`src/rtl/mem_arb_pkg.sv`:
```
// Shared definitions for the RAM port arbiter and the cache blocks around it.
package mem_arb_pkg;

   localparam int ADDR_W_DEF = 32;
   localparam int DATA_W_DEF = 32;

   localparam logic PORT0 = 1'b0;
   localparam logic PORT1 = 1'b1;

   typedef enum logic [1:0] {
      IDLE  = 2'd0,
      ISSUE = 2'd1,
      WAIT  = 2'd2,
      RESP  = 2'd3
   } state_t;

endpackage

```
`src/rtl/mem_port_arbiter_rr_arb2.sv`:
```
// Two-way round-robin pick: on a tie the port that did not win last time goes.
module rr_arb2
   import mem_arb_pkg::*;
(
   input  logic [1:0] valid,
   input  logic       last_grant,
   output logic       grant,
   output logic       grant_valid
);

   // Pure combinational pick; a lone requester always wins.
   always_comb begin
      grant       = PORT0;
      grant_valid = |valid;
      if (&valid)
         grant = ~last_grant;
      else if (valid[1])
         grant = PORT1;
   end

endmodule

```
`src/rtl/mem_port_arbiter.sv`:
```
// Serialises word accesses from two requesters onto one RAM, round-robin,
// with a watchdog that turns a hung RAM access into an error completion.
module mem_port_arbiter
   import mem_arb_pkg::*;
#(
   parameter int ADDR_W  = ADDR_W_DEF,
   parameter int DATA_W  = DATA_W_DEF,
   parameter int TIMEOUT = 64
) (
   input  logic              clk,
   input  logic              rst,
   input  logic              req0_valid,
   input  logic              req0_wr,
   input  logic [ADDR_W-1:0] req0_addr,
   input  logic [DATA_W-1:0] req0_data,
   output logic              req0_done,
   output logic [DATA_W-1:0] req0_rdata,
   output logic              req0_err,
   input  logic              req1_valid,
   input  logic              req1_wr,
   input  logic [ADDR_W-1:0] req1_addr,
   input  logic [DATA_W-1:0] req1_data,
   output logic              req1_done,
   output logic [DATA_W-1:0] req1_rdata,
   output logic              req1_err,
   output logic              ram_req,
   output logic              ram_wr,
   output logic [ADDR_W-1:0] ram_addr,
   output logic [DATA_W-1:0] ram_data,
   input  logic              ram_response,
   input  logic [DATA_W-1:0] ram_out,
   output logic              busy,
   output logic              last_grant
);

   localparam int WD_W = $clog2(TIMEOUT);

   state_t            state_q, state_d;
   logic              gnt_q, wr_q, err_q, last_q;
   logic [ADDR_W-1:0] addr_q;
   logic [DATA_W-1:0] data_q, rdata0_q, rdata1_q;
   logic [WD_W-1:0]   wd_q;

   logic grant, grant_valid;
   logic latch, wd_clr, wd_inc, resp_ok, resp_to;

   rr_arb2 u_arb (
      .valid       ({req1_valid, req0_valid}),
      .last_grant  (last_q),
      .grant       (grant),
      .grant_valid (grant_valid)
   );

   // State register; reset abandons any in-flight access.
   always_ff @(posedge clk or posedge rst) begin
      if (rst) state_q <= IDLE;
      else     state_q <= state_d;
   end

   // Next state and datapath strobes. ram_response is not looked at in ISSUE
   // because it may still be high from the previous access.
   always_comb begin
      state_d = state_q;
      latch   = 1'b0;
      wd_clr  = 1'b0;
      wd_inc  = 1'b0;
      resp_ok = 1'b0;
      resp_to = 1'b0;
      case (state_q)
         IDLE: begin
            if (grant_valid) begin
               latch   = 1'b1;
               state_d = ISSUE;
            end
         end
         ISSUE: begin
            wd_clr  = 1'b1;
            state_d = WAIT;
         end
         WAIT: begin
            wd_inc = 1'b1;
            if (ram_response) begin
               resp_ok = 1'b1;
               state_d = RESP;
            end else if (wd_q == WD_W'(TIMEOUT - 1)) begin
               resp_to = 1'b1;
               state_d = RESP;
            end
         end
         RESP:    state_d = IDLE;
         default: state_d = IDLE;
      endcase
   end

   // Latched request, watchdog, completion status, read data and grant history.
   always_ff @(posedge clk or posedge rst) begin
      if (rst) begin
         gnt_q    <= PORT0;
         wr_q     <= 1'b0;
         addr_q   <= '0;
         data_q   <= '0;
         err_q    <= 1'b0;
         wd_q     <= '0;
         rdata0_q <= '0;
         rdata1_q <= '0;
         last_q   <= PORT1;
      end else begin
         if (latch) begin
            gnt_q  <= grant;
            wr_q   <= grant ? req1_wr   : req0_wr;
            addr_q <= grant ? req1_addr : req0_addr;
            data_q <= grant ? req1_data : req0_data;
         end
         if (wd_clr)      wd_q <= '0;
         else if (wd_inc) wd_q <= wd_q + 1'b1;
         if (resp_ok || resp_to) err_q <= resp_to;
         if (resp_ok && !wr_q) begin
            if (gnt_q == PORT1) rdata1_q <= ram_out;
            else                rdata0_q <= ram_out;
         end
         if (state_q == RESP) last_q <= gnt_q;
      end
   end

   assign ram_req    = (state_q == ISSUE) || (state_q == WAIT);
   assign ram_wr     = ram_req && wr_q;
   assign ram_addr   = addr_q;
   assign ram_data   = data_q;
   assign busy       = (state_q != IDLE);
   assign last_grant = last_q;

   assign req0_done  = (state_q == RESP) && (gnt_q == PORT0);
   assign req1_done  = (state_q == RESP) && (gnt_q == PORT1);
   assign req0_err   = req0_done && err_q;
   assign req1_err   = req1_done && err_q;
   assign req0_rdata = rdata0_q;
   assign req1_rdata = rdata1_q;

endmodule
```
`config.mk`:
```
export PLATFORM = sky130hd
export DESIGN_NAME = mem_port_arbiter
export DESIGN_NICKNAME = d
export VERILOG_FILES = /design/src/rtl/mem_arb_pkg.sv /design/src/rtl/mem_port_arbiter_rr_arb2.sv /design/src/rtl/mem_port_arbiter.sv
export SDC_FILE = /design/constraint.sdc
export NUM_CORES = 1
export LEC_CHECK = 0
export ABC_CLOCK_PERIOD_IN_PS = 6800
export CELL_PAD_IN_SITES_DETAIL_PLACEMENT = 0
export CELL_PAD_IN_SITES_GLOBAL_PLACEMENT = 1
export CORE_MARGIN = 3
export CORE_UTILIZATION = 30
export CTS_CLUSTER_DIAMETER = 200
export DETAILED_ROUTE_END_ITERATION = 10
export PLACE_DENSITY = 0.87
export RECOVER_POWER = 50
export SLEW_MARGIN = 20
export SYNTH_ARGS = -nofsm -noshare
export SYNTH_HDL_FRONTEND = slang
export SYNTH_SLANG_ARGS = --single-unit
```
`constraint.sdc`:
```
create_clock -name clk -period 6.8 [get_ports clk]
set_clock_uncertainty 0.1 [all_clocks]
set_input_delay 1.36 -clock clk [delete_from_list [all_inputs] [get_ports clk]]
set_output_delay 1.36 -clock clk [all_outputs]
set_load 0.02 [all_outputs]
```
==> out/qor.csv <==
stage;metric;value;unit
floorplan;dieWidth;148;µm
cells_and_area;multi_input_area;0.00228;mm²
timing;fin_ws;2.20;ns
logic_synthesis;yosysWarnings;0;
global_routing;antenna_found_initial;0;
floorplan;die_h;148;µm
detailed_routing;ant_nets;0;
global_routing;met1_usage;18.6;%
place;post-dp-hpwl;13000;µm
detailed_routing;route.detailed.vias_per_inst;4.42;
place;place_congestion;0.730;
floorplan;start_util;30.7;%
cts;cts.sinks;140;
detailed_routing;drtPass1Iterations;4;
critical_path;required;7.17;ns
detailed_routing;totalWireLength;17200;µm
critical_path;cp-end-kind;asynchronous set/reset pin;
cts;tritoncts;built;
pwr;power.switching;1.74;mW
cts;cts_setup_buffers;0;
pwr;power.share.clock;19.4;%
floorplan;core_area;0.0197;mm²
critical_path;r2r_cells;5;
worst_hold_path;hp-class;register to register;
pwr;powerDensity;466;mW/mm²
critical_path;startpoint;rst;
cells_and_area;diodes;0;
status;status;finished, violations left;
pwr;combPwrFrac;48.2;%
pwr;p_seq_share;32.4;%
floorplan;die_area;0.0219;mm²
global_routing;grt_pass1_wl;26700;µm
logic_synthesis;syn_area;0.00604;mm²
pwr;power_leakage;4.23;nW
logic_synthesis;synth.distinct_cells;35;
cells_and_area;regArea;0.00350;mm²
cts;ctsResizeCount;0;
place;port_buffers;302;
timing;worst_pin_slew;3.82;ns
critical_path;worstSetupPathType;input port to asynchronous set/reset pin;
global_routing;grt_max_degree;87;
timing;finalSetupViolations;0;
detailed_routing;drc;0;
timing;finalHoldViolations;0;
cts;clkLatencyLatePin;0.41;ns
floorplan;io-pin-count;303;
global_routing;grt_use_met2;25.9;%
critical_path;critPathLaunchType;input port;
global_routing;grt_pass1_vias;4783;
cts;cts_root_buffer;clkbuf_16;
cells_and_area;nNetsFinal;953;
timing;fin_crit_sh;67.7;%
timing;clock.fmax;217;MHz
place;pre_cts_slack;3.45;ns
logic_synthesis;ys_top_cells_by_area;dfrtp_1 58%, mux2_2 12%, mux2i_1 11%;
pwr;switching_share;38.2;%
logic_synthesis;synth-seq-cells;140;
global_routing;global_route.peak_usage_layer;met2;
status;violations;max-capacitance violations, max-slew violations;
logic_synthesis;synthesis.nets;654;
critical_path;worst_ep_arrival_time;4.97;ns
detailed_routing;drt_iter0_drc;114;
logic_synthesis;synth_top_area_share;57.6;%
floorplan;num_rows;51;
cts;holdBufCountCts;0;
timing;min_period;4.60;ns
cells_and_area;area_delta_synth_final;61.8;%
worst_hold_path;worstHoldPathCells;2;
timing;rsz0062_at_grt;no;
job;drv_cap;4;
cells_and_area;drive_gt1_share;13.2;%
global_routing;overflow;0;
pwr;fin_total_pwr;4.56;mW
critical_path;worstReg2RegStart;state_q[0];
critical_path;path_max_fanout;86;
logic_synthesis;netlist_instances;482;
logic_synthesis;synth.avg_cell_area;12.5;µm²
timing;maxSlewViolCount;225;
timing;relSlewSlack;-156;%
cells_and_area;design_area;0.00977;mm²
worst_hold_path;worstHoldStart;ram_addr[25];
logic_synthesis;seq_area_frac_synth;58.0;%
pwr;ir_drop;0.194;mV
timing;finalHoldWorstSlack;0.374;ns
timing;setup-tns-final;0;ns
cts;clk_path_buf_depth;2;
place;placed_area;0.00926;mm²
pwr;p_int;2.82;mW
logic_synthesis;synth.largest_area_cell;dfrtp_1;
cts;cts.clk_slew.worst_paths;0.06;ns
detailed_routing;wl_per_cell;16.2;µm
global_routing;grt_util_met3;6.50;%
detailed_routing;vias;4678;
cells_and_area;fillCellCount;1809;
global_routing;grt_usage;15.6;%
cts;htreeDepth;4;
cts;cts_made_buffers;17;
==> per-layer routing <==
layer	part of all wire, %	vias to the layer above
met5	0	-
met4	1.2	0
met3	10	13
met2	48	209
met1	41	2166
li1	-	2290
==> cell usage after synthesis <==
| library cell | number |
|---|---|
| a22o_1 | 1 |
| buf_2 | 8 |
| a21oi_1 | 3 |
| o22ai_1 | 4 |
| a41oi_1 | 1 |
| buf_6 | 11 |
| nor3b_1 | 1 |
| nand2_2 | 2 |
| a211oi_2 | 1 |
| o21a_1 | 1 |
| buf_4 | 2 |
| mux2_2 | 66 |
| clkbuf_2 | 2 |
| and2_1 | 3 |
| nand3b_1 | 1 |
| and3_1 | 2 |
| nand2b_1 | 1 |
| dfstp_2 | 1 |
| mux2_1 | 2 |
| dfrtp_1 | 139 |
| nor3_4 | 1 |
| ha_1 | 5 |
| clkbuf_1 | 5 |
| nor2b_1 | 2 |
| a21boi_2 | 1 |
| nor3_1 | 1 |
| mux2i_1 | 66 |
| nand2_1 | 66 |
| nor2_2 | 1 |
| o21ai_0 | 27 |
| inv_1 | 9 |
| nor2_1 | 3 |
| o22a_1 | 1 |
| nand3_1 | 2 |
| o21ai_1 | 40 |
==> worst paths after layout <==
check                                    end  slack [ns]
worst max-delay path             ram_data[5]        2.20
worst min-delay path            ram_addr[25]        0.37
worst max register to register  ram_addr[27]        3.23
worst min register to register  ram_addr[25]        0.37
max in group clk                ram_addr[27]        2.39
min in group asynchronous       ram_data[14]        2.45
==> logic make-up (layout without fill, tap and decap cells) <==
logic type	after synthesis	count (layout)	share of synthesized area, %
flip-flops	140	140	58.0
multiplexers	134	134	23.6
AND/OR/NAND/NOR	86	86	6.19
buffers and inverters	37	349	4.00
adder cells (fa/ha/maj)	5	5	1.04
AO/OA/AOI/OAI	80	80	7.16
==> placed cells by master, fill, tap and decap left out, types with 2 or more instances in the layout <==
cell type | Yosys | final
clkdlybuf4s50_1 | 0 | 253
dfrtp_1 | 139 | 139
nand2_1 | 66 | 67
mux2i_1 | 66 | 66
mux2_2 | 66 | 65
dlygate4sd3_1 | 0 | 49
o21ai_0 | 27 | 45
o21ai_1 | 40 | 21
clkbuf_16 | 0 | 17
inv_1 | 9 | 8
inv_6 | 0 | 6
ha_1 | 5 | 5
clkinvlp_4 | 0 | 5
o22ai_1 | 4 | 4
mux2_1 | 2 | 3
and2_1 | 3 | 3
a21oi_1 | 3 | 3
nor2_1 | 3 | 3
clkbuf_1 | 5 | 3
buf_4 | 2 | 3
nor3_1 | 1 | 2
nor2b_1 | 2 | 2
and3_1 | 2 | 2
nand3_1 | 2 | 2
inv_8 | 0 | 2
==> sequential cells by signal, indices dropped and copies added (netlist names) <==
name and flops:
ram_data 32, wd_q 6, gnt_q 1, last_grant 1
req1_rdata 32, req0_rdata 32, ram_addr 32, state_q 2
wr_q 1, err_q 1
==> critical path, cell delays in order <==
cell	delay, ns
dlygate4sd3_1	0.55
clkinvlp_2	2.15
buf_4	0.86
==> power by group through the flow <==
stage,clock network [mW],registers [mW],logic [mW]
4_1_cts,0.915,1.49,2.29
3_3_place_gp,0,1.48,2.26
6_report,0.883,1.48,2.20
2_1_floorplan,0,1.94,0.753
5_1_grt,0.956,1.54,2.36
3_5_place_dp,0,1.50,2.28
==> stage by stage <==
step | instances | utilization [%]
floorplan | 482 | -
global placement | 1027 | 47.1
detailed placement | 1027 | 47.1
finish | 1059 | 49.7
CTS | 1059 | 50.0
global route | 1059 | 49.7
==> layout make-up <==
class,count,share of cell area (%)
Clock buffer,18,4.49
Clock inverter,14,1.24
Inverter,9,0.358
Multi-Input combinational cell,305,23.4
Sequential cell,140,35.9
Tap cell,265,3.39
Timing Repair Buffer,308,31.3
No activity file was read; power rests on OpenSTA's default activity.
